--- config.mk ---
export PLATFORM = sky130hd
export DESIGN_NAME = sound_scheduler
export DESIGN_NICKNAME = d
export VERILOG_FILES = /design/src/rtl/sound_pkg.sv /design/src/rtl/sound_pattern_rom.sv /design/src/rtl/sound_scheduler.sv
export SDC_FILE = /design/constraint.sdc
export NUM_CORES = 1
export LEC_CHECK = 0
export ABC_AREA = 1
export ABC_CLOCK_PERIOD_IN_PS = 3100
export CAP_MARGIN = 20
export CORE_MARGIN = 1
export CORE_UTILIZATION = 55
export DETAILED_ROUTE_END_ITERATION = 10
export PLACE_DENSITY = 0.76
export RECOVER_POWER = 25
export SYNTH_ARGS = -nofsm -noshare
export SYNTH_HDL_FRONTEND = slang
export SYNTH_SLANG_ARGS = --single-unit
--- constraint.sdc ---
create_clock -name clk -period 3.1 [get_ports clk]
set_input_delay 0.31 -clock clk [delete_from_list [all_inputs] [get_ports clk]]
set_output_delay 0.31 -clock clk [all_outputs]
set_load 0.01 [all_outputs]
--- src/rtl/sound_pkg.sv ---
// Shared constants for the speaker tone path: note codes, requester ids,
// pattern lengths and the scheduler state encoding.
package sound_pkg;

    localparam logic [7:0] OCTAVE  = 8'd12;
    localparam logic [7:0] NOTE_A  = 8'd0;
    localparam logic [7:0] NOTE_AS = 8'd1;
    localparam logic [7:0] NOTE_B  = 8'd2;
    localparam logic [7:0] NOTE_C  = 8'd3;
    localparam logic [7:0] NOTE_CS = 8'd4;
    localparam logic [7:0] NOTE_D  = 8'd5;
    localparam logic [7:0] NOTE_DS = 8'd6;
    localparam logic [7:0] NOTE_E  = 8'd7;
    localparam logic [7:0] NOTE_F  = 8'd8;
    localparam logic [7:0] NOTE_FS = 8'd9;
    localparam logic [7:0] NOTE_G  = 8'd10;
    localparam logic [7:0] NOTE_GS = 8'd11;

    localparam logic [7:0] ALARM_HI  = 8'd5 * OCTAVE + NOTE_A;
    localparam logic [7:0] ALARM_LO  = 8'd4 * OCTAVE + NOTE_E;
    localparam logic [7:0] FAIL_NOTE = 8'd2 * OCTAVE + NOTE_C;
    localparam logic [7:0] CHIME_0   = 8'd3 * OCTAVE + NOTE_C;
    localparam logic [7:0] CHIME_1   = 8'd3 * OCTAVE + NOTE_E;
    localparam logic [7:0] CHIME_2   = 8'd3 * OCTAVE + NOTE_G;
    localparam logic [7:0] CHIME_3   = 8'd4 * OCTAVE + NOTE_C;

    localparam logic [1:0] SND_ALARM = 2'd0;
    localparam logic [1:0] SND_FAIL  = 2'd1;
    localparam logic [1:0] SND_CHIME = 2'd2;

    localparam int unsigned ALARM_LEN = 8;
    localparam int unsigned FAIL_LEN  = 2;
    localparam int unsigned CHIME_LEN = 4;

    typedef enum logic [1:0] {
        IDLE,
        PLAY,
        GAP
    } state_t;

    function automatic logic [2:0] last_step(input logic [1:0] id);
        case (id)
            SND_ALARM: last_step = 3'(ALARM_LEN - 1);
            SND_FAIL:  last_step = 3'(FAIL_LEN - 1);
            SND_CHIME: last_step = 3'(CHIME_LEN - 1);
            default:   last_step = 3'd0;
        endcase
    endfunction

endpackage

--- src/rtl/sound_pattern_rom.sv ---
// Fixed note patterns: (requester id, step) -> note code and last-step flag.
module sound_pattern_rom
    import sound_pkg::*;
(
    input  logic [1:0] id,
    input  logic [2:0] step,
    output logic [7:0] note,
    output logic       last
);

    always_comb begin
        note = '0;
        case (id)
            SND_ALARM: note = step[0] ? ALARM_LO : ALARM_HI;
            SND_FAIL:  note = (step <= last_step(SND_FAIL)) ? FAIL_NOTE : '0;
            SND_CHIME: begin
                case (step)
                    3'd0:    note = CHIME_0;
                    3'd1:    note = CHIME_1;
                    3'd2:    note = CHIME_2;
                    3'd3:    note = CHIME_3;
                    default: note = '0;
                endcase
            end
            default:   note = '0;
        endcase
    end

    assign last = (step >= last_step(id));

endmodule

--- src/rtl/sound_scheduler.sv ---
// Priority arbiter and note sequencer for the tone generator.
// Define SOUND_SCHED_REPEAT_EN to make the alarm pattern loop until cancelled.
module sound_scheduler
    import sound_pkg::*;
#(
    parameter int unsigned NOTE_TICKS = 12_500_000,
    parameter int unsigned GAP_TICKS  = 1_250_000
) (
    input  logic       clk,
    input  logic       rst_n,
    input  logic [2:0] req,
    input  logic       cancel,
    output logic [2:0] ack,
    output logic [2:0] done,
    output logic       busy,
    output logic [7:0] fullnote,
    output logic       tone_en
);

    localparam int unsigned MAX_TICKS = (NOTE_TICKS > GAP_TICKS) ? NOTE_TICKS : GAP_TICKS;
    localparam int unsigned CNT_W     = $clog2(MAX_TICKS);
    localparam logic [CNT_W-1:0] NOTE_END = CNT_W'(NOTE_TICKS - 1);
    localparam logic [CNT_W-1:0] GAP_END  = CNT_W'(GAP_TICKS - 1);

    state_t           state, state_nxt;
    logic [1:0]       owner, owner_nxt, winner;
    logic [2:0]       step, step_nxt;
    logic [CNT_W-1:0] cnt, cnt_nxt;
    logic [2:0]       ack_nxt, done_nxt;
    logic [7:0]       fullnote_nxt, cur_note, nxt_note;
    logic             cur_last, nxt_last;
    logic             unused_rom;

    // One lookup tells whether the current step is the last; the other
    // supplies the note for whatever will be playing after this edge.
    sound_pattern_rom u_rom_cur (.id(owner),     .step(step),     .note(cur_note), .last(cur_last));
    sound_pattern_rom u_rom_nxt (.id(owner_nxt), .step(step_nxt), .note(nxt_note), .last(nxt_last));

    assign unused_rom = ^{cur_note, nxt_last};

    always_comb begin
        winner    = req[0] ? SND_ALARM : (req[1] ? SND_FAIL : SND_CHIME);
        state_nxt = state;
        owner_nxt = owner;
        step_nxt  = step;
        cnt_nxt   = cnt;
        ack_nxt   = '0;
        done_nxt  = '0;
        if (cancel) begin
            state_nxt = IDLE;
            step_nxt  = '0;
            cnt_nxt   = '0;
        end else if ((|req) && (state == IDLE || winner < owner)) begin
            state_nxt = PLAY;
            owner_nxt = winner;
            step_nxt  = '0;
            cnt_nxt   = '0;
            ack_nxt   = 3'b001 << winner;
        end else begin
            case (state)
                PLAY: begin
                    if (cnt == NOTE_END) begin
                        state_nxt = GAP;
                        cnt_nxt   = '0;
                    end else begin
                        cnt_nxt = cnt + CNT_W'(1);
                    end
                end
                GAP: begin
                    if (cnt == GAP_END) begin
                        cnt_nxt = '0;
                        if (!cur_last) begin
                            state_nxt = PLAY;
                            step_nxt  = step + 3'd1;
                        end
`ifdef SOUND_SCHED_REPEAT_EN
                        else if (owner == SND_ALARM) begin
                            state_nxt = PLAY;
                            step_nxt  = '0;
                        end
`endif
                        else begin
                            state_nxt = IDLE;
                            step_nxt  = '0;
                            done_nxt  = 3'b001 << owner;
                        end
                    end else begin
                        cnt_nxt = cnt + CNT_W'(1);
                    end
                end
                default: ;
            endcase
        end
    end

    always_comb begin
        fullnote_nxt = '0;
        if (state_nxt == PLAY)
            fullnote_nxt = nxt_note;
    end

    always_ff @(posedge clk or negedge rst_n) begin
        if (!rst_n) begin
            state    <= IDLE;
            owner    <= '0;
            step     <= '0;
            cnt      <= '0;
            ack      <= '0;
            done     <= '0;
            busy     <= 1'b0;
            fullnote <= '0;
            tone_en  <= 1'b0;
        end else begin
            state    <= state_nxt;
            owner    <= owner_nxt;
            step     <= step_nxt;
            cnt      <= cnt_nxt;
            ack      <= ack_nxt;
            done     <= done_nxt;
            busy     <= (state_nxt != IDLE);
            fullnote <= fullnote_nxt;
            tone_en  <= (state_nxt == PLAY) && (fullnote_nxt != '0);
        end
    end

endmodule
==> flow_metrics.env, run 1 <==
export IMPL_drc=0
export IMPL_nNetsFinal=441
export IMPL_maxSlewHeadroom=0.5995
export IMPL_async_flop_share=1.000
export IMPL_core_um2=5172
export IMPL_grt_remaining_overflow=0
export IMPL_yosysMostFrequentCell="nand2_1"
export IMPL_cp_num_buf_inv=1
export IMPL_yosys_area_top_type="dfrtp_1"
export IMPL_synth_edf_count=0
export IMPL_finalHoldViolations=0
export IMPL_clockBufferDepth=2
export IMPL_fp_row_count=26
export IMPL_end_kind="flop"
export IMPL_worst_slew_pin_slew_ns=0.6007
export IMPL_setup_viol=0
export IMPL_cts_buffers=5
export IMPL_drt_iter0_drc=132
export IMPL_ys_seq_elements=45
export IMPL_firstDrtPassIters=4
export IMPL_dp_cells=487
export IMPL_critPathMaxFanout=14
export IMPL_wl_um=6769
export IMPL_dieWidth_um=75.89
export IMPL_die_h_um=75.89
export IMPL_post_cts_buffers=0
export IMPL_clock_latency_ns=0.31
export IMPL_io_pins=22
export IMPL_fin_skew_ns=0.008507
export IMPL_place_gp_congestion=0.8761
export IMPL_worstPathRequired_ns=3.28
export IMPL_cts_tree="done"
export IMPL_crit_top_cell="nor2_1"
export IMPL_grt_max_degree=46
export IMPL_synth_top_area_frac=0.3750
export IMPL_run_status="finished clean"
export IMPL_setup_tns_ns=0
export IMPL_maxCapViolCount=0
export IMPL_path_delay_family="simple AND/OR/NAND/NOR gates"
export IMPL_holdBufCountCts=0
export IMPL_fin_cells=497
export IMPL_netlist_instances=405
export IMPL_dieArea_um2=5759
export IMPL_fmax_ghz=0.4289
export IMPL_period_needed_ns=2.331
export IMPL_period_share=0.7520
export IMPL_yosysUniqueCellTypes=36
export IMPL_p_leak_nw=1.540
export IMPL_portBuffers=19
export IMPL_cpPeakStageDelay_ns=0.44
export IMPL_synth_ff_type="dfrtp_1"
export IMPL_report_final_slew_viol_count=0
export IMPL_path_cells="ha_1 -> nand2_1 -> nor2_1 -> nand3_1 -> nor2_1 -> nand3_2 -> inv_1 -> nor3_4 -> nor2_4 -> nor2_1"
export IMPL_hold_path_class="input port to async pin"
export IMPL_synth_area_top_cells="dfrtp_1, nand2_1, nor2_1"
export IMPL_slowest_stage="dfrtp_1"
export IMPL_arrival_ns=2.51
export IMPL_clock_sinks=45
export IMPL_ir_drop_uv=283.0
export IMPL_synth_area_um2=3003
export IMPL_syn_avg_cell_area_um2=7.415
export IMPL_fillCellCount=446
export IMPL_yosys_top_cells_count="nand2_1, nor2_1, inv_1"
export IMPL_clkSlewWorstSetupHoldPaths_ns=0.10
export IMPL_yosysSeqAreaShare=0.3750
export IMPL_vias=2663
export IMPL_vias_per_cell=5.358
export IMPL_cts_htree_levels=2
export IMPL_wl_per_cell_um=13.62
export IMPL_syn_to_final_growth_pct=12.13
export IMPL_initial_core_util=0.5806
export IMPL_grt_pass1_wl_um=11800
export IMPL_dpl_hpwl_um=5220
export IMPL_ctsResizeCount=0
export IMPL_rsz0062_at_grt="no"
export IMPL_diodes=0
export IMPL_crit_path_start_kind="flop"
export IMPL_gr_usage_all_layers=0.2739
export IMPL_final_antenna_net_count=0
export IMPL_antenna_found_initial=0
export IMPL_grt_pass1_vias=2617
export IMPL_crit_type="flop to flop"
export IMPL_ys_warn_count=0
export IMPL_power_density_nw_per_um2=432.6
export IMPL_drive_above_1_share=0.1241
export IMPL_cts_root_buf="clkbuf_8"
-- routing by layer --
layer / wire length [µm] / global-route usage / up-vias / part of all wire
met3: 271 / 0.04497 / 15 / 0.040
met5: 0 / 0 / - / 0
met1: 2855 / 0.3436 / 1245 / 0.42
met4: 151 / 0.1029 / 0 / 0.022
met2: 3490 / 0.4730 / 56 / 0.52
li1: - / - / 1347 / -
-- worst paths after layout --
| kind | depth (start not counted) | to | slack [ns] | startpoint |
|---|---|---|---|---|
| setup / recovery | 10 | cnt[19] | 0.77 | cnt[0] |
| hold / removal | 2 | cnt[7] | 0.50 | rst_n |
| setup reg to reg | 10 | cnt[19] | 0.77 | cnt[0] |
| hold reg to reg | 1 | done[1] | 0.51 | owner[1] |
| max in group asynchronous | 3 | cnt[22] | 2.00 | rst_n |
| min in group clk | 1 | done[1] | 0.51 | owner[1] |
-- kinds of logic (layout without fill, tap and decap cells) --
logic type / after synthesis / count (layout) / share of synthesized area
AND/OR/NAND/NOR: 236 / 236 / 0.3917
other: 1 / 2 / 0.001249
flip-flops: 45 / 45 / 0.3750
AO/OA/AOI/OAI: 32 / 32 / 0.06250
buffers and inverters: 71 / 92 / 0.1000
XOR/XNOR: 11 / 11 / 0.03208
adder cells (fa/ha/maj): 9 / 9 / 0.03750
-- per-stage QoR --
| step | setup WS (ns) | area (µm²) | total power (W) | hold slack, ns | util |
|---|---|---|---|---|---|
| finish | 0.7687 | 3367 | 0.001456 | 0.5028 | 0.6509 |
| global route | 0.5727 | 3367 | 0.001544 | 0.5236 | 0.6509 |
| CTS | 0.8042 | 3338 | 0.001466 | 0.1920 | 0.6454 |
| detailed placement | 0.5424 | 3222 | 0.0009927 | 0.4918 | 0.6229 |
| global placement | 0.6145 | 3222 | 0.0009827 | 0.4983 | 0.6229 |
| floorplan | 1.203 | 3007 | 0.0008824 | 0.01441 | - |
-- placed cells by master (no fill, tap or decap), drive strengths merged, types with 2 or more instances in the layout --
master / count
clkinv: 2
clkbuf: 6
nand4: 21
nor4: 3
nor3: 15
nor2: 64
buf: 2
conb: 2
o21ai: 9
a21oi: 17
nand3: 42
o22ai: 3
nand2: 89
clkdlybuf4s50: 18
xor2: 10
ha: 9
dfrtp: 45
inv: 62
-- sequential cells by signal (all words and copies together) (netlist names) --
name	flops
cnt	24
fullnote	6
ack	3
done	3
step	3
owner	2
state	2
busy	1
tone_en	1
-- where the power goes --
part | leakage (nW) | internal (W) | switching, W
Clock | 0.0591 | 0.000246 | 0.000230
Sequential | 0.614 | 0.000626 | 0.0000255
Combinational | 0.867 | 0.000124 | 0.000205
Total | 1.54 | 0.000996 | 0.000460
-- layout make-up --
type                            instances  area, µm²  share of cell area
Clock buffer                            5      68.82             0.02044
Clock inverter                          3      47.55             0.01412
Inverter                               62      235.2             0.06986
Multi-Input combinational cell        290       1580              0.4693
Sequential cell                        45       1126              0.3344
Tap cell                               70      87.58             0.02601
Timing Repair Buffer                   22      221.5             0.06577
Note: power is estimated with default switching activity, not from simulation.
==> run 2, diff against run 1 <==
- ABC_CLOCK_PERIOD_IN_PS: 3100 -> 2300
- clock period: 3.1 -> 2.3 ns (I/O delays scaled with it)
==> run 2 against run 1 <==
Compared with the run above: power grew 32%; largest cell class unchanged; sequential share of layout area decreased by 0.49 points; largest power group unchanged; critical path depth grew 4; sequential power rose by 34%; flip-flop and latch count is the same; via count up 1.7%; highest routed layer unchanged; non-clock buffer count increased by 6; clock skew down 0.0028 ns; setup slack got worse by 0.56 ns.
==> flow_metrics.env, run 2 (synthesized netlist as in run 1, its figures left out) <==
export IMPL_run_status="finished clean"
export IMPL_diodes=0
export IMPL_setup_viol=0
export IMPL_nNetsFinal=447
export IMPL_gr_usage_all_layers=0.2614
export IMPL_wl_met2_um=3202
export IMPL_vias=2707
export IMPL_met3_length_um=228
export IMPL_dpl_hpwl_um=5132
export IMPL_antenna_found_initial=0
export IMPL_maxCapViolCount=0
export IMPL_crit_top_cell="nand2_1"
export IMPL_final_common_cell="nand2_1"
export IMPL_io_pins=22
export IMPL_clock_latency_ns=0.31
export IMPL_slowest_stage="dfrtp_1"
export IMPL_grt_max_degree=46
export IMPL_dpl_cell_area_um2=3307
export IMPL_portBuffers=19
export IMPL_period_share=0.9084
export IMPL_holdBufCountCts=0
export IMPL_drive_above_1_share=0.1478
export IMPL_grt_pass1_wl_um=11180
export IMPL_top_layer="met4"
export IMPL_crit_path_start_kind="flop"
export IMPL_arrival_ns=2.33
export IMPL_worst_slew_pin_slew_ns=1.109
export IMPL_drt_iter0_drc=251
export IMPL_cts_htree_levels=2
export IMPL_hold_path_class="input port to async pin"
export IMPL_maxSlewHeadroom=0.2609
export IMPL_firstDrtPassIters=4
export IMPL_ir_drop_uv=513.1
export IMPL_largest_register_ffs=24
export IMPL_rsz0062_at_grt="yes"
export IMPL_cts_root_buf="clkbuf_8"
export IMPL_fillCellCount=433
export IMPL_dieWidth_um=75.89
export IMPL_pre_cts_slack_ns=0.03663
export IMPL_crit_start="owner[1]"
export IMPL_dieArea_um2=5759
export IMPL_cts_tree="done"
export IMPL_worstPathRequired_ns=2.54
export IMPL_grt_remaining_overflow=0
export IMPL_fin_skew_ns=0.005689
export IMPL_end_kind="flop"
export IMPL_wl_per_cell_um=13.16
export IMPL_final_antenna_net_count=0
export IMPL_initial_core_util=0.5806
export IMPL_die_h_um=75.89
export IMPL_wl_met1_um=3026
export IMPL_period_needed_ns=2.089
export IMPL_clock_sinks=45
export IMPL_cts_buffers=5
export IMPL_clkSlewWorstSetupHoldPaths_ns=0.08
export IMPL_path_cells="inv_1 -> nand2_1 -> ha_1 -> a21oi_2 -> nand3_2 -> nand3_1 -> nand3_1 -> nand2_1 -> nand2_1 -> nand2_1 -> nand2_1 -> nor2_2 -> nand2_2 -> nor2_1"
export IMPL_critPathMaxFanout=4
export IMPL_fin_cells=503
export IMPL_wl_um=6619
export IMPL_fp_row_count=26
export IMPL_dp_cells=495
export IMPL_final_cell_mix="nand2_1, nor2_1, inv_1, dfrtp_1, nand3_1"
export IMPL_syn_to_final_growth_pct=13.79
export IMPL_crit_type="flop to flop"
export IMPL_vias_per_cell=5.382
export IMPL_grt_pass1_vias=2573
export IMPL_cpPeakStageDelay_ns=0.38
export IMPL_setup_slack_ns=0.2107
export IMPL_regMostFlops="cnt"
export IMPL_report_final_slew_viol_count=0
export IMPL_clockBufferDepth=2
export IMPL_multi_input_area_um2=1592
export IMPL_finalHoldViolations=0
export IMPL_fin_area_um2=3417
export IMPL_r2r_start="owner[1]"
export IMPL_reg_largest_list="cnt (24), fullnote (6)"
export IMPL_core_um2=5172
export IMPL_p_leak_nw=1.581
export IMPL_place_gp_congestion=0.9252
export IMPL_fmax_ghz=0.4786
export IMPL_power_density_nw_per_um2=561.9
export IMPL_post_cts_buffers=0
export IMPL_final_seq_area_um2=1126
export IMPL_drc=0
==> run 2: per-layer routing <==
| metal | up-vias | global-route usage |
|---|---|---|
| met5 | - | 0 |
| met4 | 0 | 0.1091 |
| met3 | 14 | 0.04894 |
| met2 | 52 | 0.4307 |
| met1 | 1285 | 0.3372 |
| li1 | 1356 | - |
==> run 2: layout make-up <==
| type | count | area share |
|---|---|---|
| multi-input combinational | 290 | 0.4658 |
| sequential | 45 | 0.3295 |
| timing repair buffer | 28 | 0.08056 |
| inverter | 62 | 0.06884 |
| clock buffer | 7 | 0.02819 |
| tap | 70 | 0.02563 |
| clock inverter | 1 | 0.001465 |
==> run 2: final timing paths <==
kind	end	slack [ns]	depth (start not counted)
hold reg to reg	cnt[1]	0.53	2
min in group clk	ack[0]	0.52	3
hold / removal	cnt[11]	0.21	2
setup / recovery	fullnote[2]	0.21	14
max in group asynchronous	cnt[15]	1.43	2
setup reg to reg	fullnote[2]	0.21	14
==> run 2: repair_timing <==
item                                    CTS  global route
endpoints found under the setup margin    0             7
resized for setup                         0             3
endpoints found under the hold margin     0             0
==> run 2: critical path, delay by kind of cell, from the launching register on <==
family	cells	cell delay [ns]
AOI/OAI and AO/OA	1	0.20
adders and majority gates	1	0.32
DFF	1	0.38
buffers and inverters	1	0.10
and+or+nand+nor	11	1.01
==> run 2: per-stage QoR <==
stage	utilization	total power (W)	setup TNS, ns	hold slack, ns
CTS	0.6589	0.001935	0	0.02066
global route	0.6606	0.002019	-0.03700	0.3418
floorplan	-	0.001189	0	-0.06559
detailed placement	0.6393	0.001388	0	0.3555
finish	0.6606	0.001920	0	0.2068
global placement	0.6393	0.001380	0	0.3481
==> run 2: power by group <==
| part | internal (W) | total, W | switching, W |
|---|---|---|---|
| Clock | 0.000272 | 0.000549 | 0.000277 |
| Combinational | 0.000205 | 0.000499 | 0.000295 |
| Sequential | 0.000843 | 0.000872 | 0.0000284 |
==> run 3, diff against run 2 <==
- SKIP_CTS_REPAIR_TIMING: unset -> 1
==> results of run 3 <==
Final layout, timing and power as in run 2 (identical DEF).
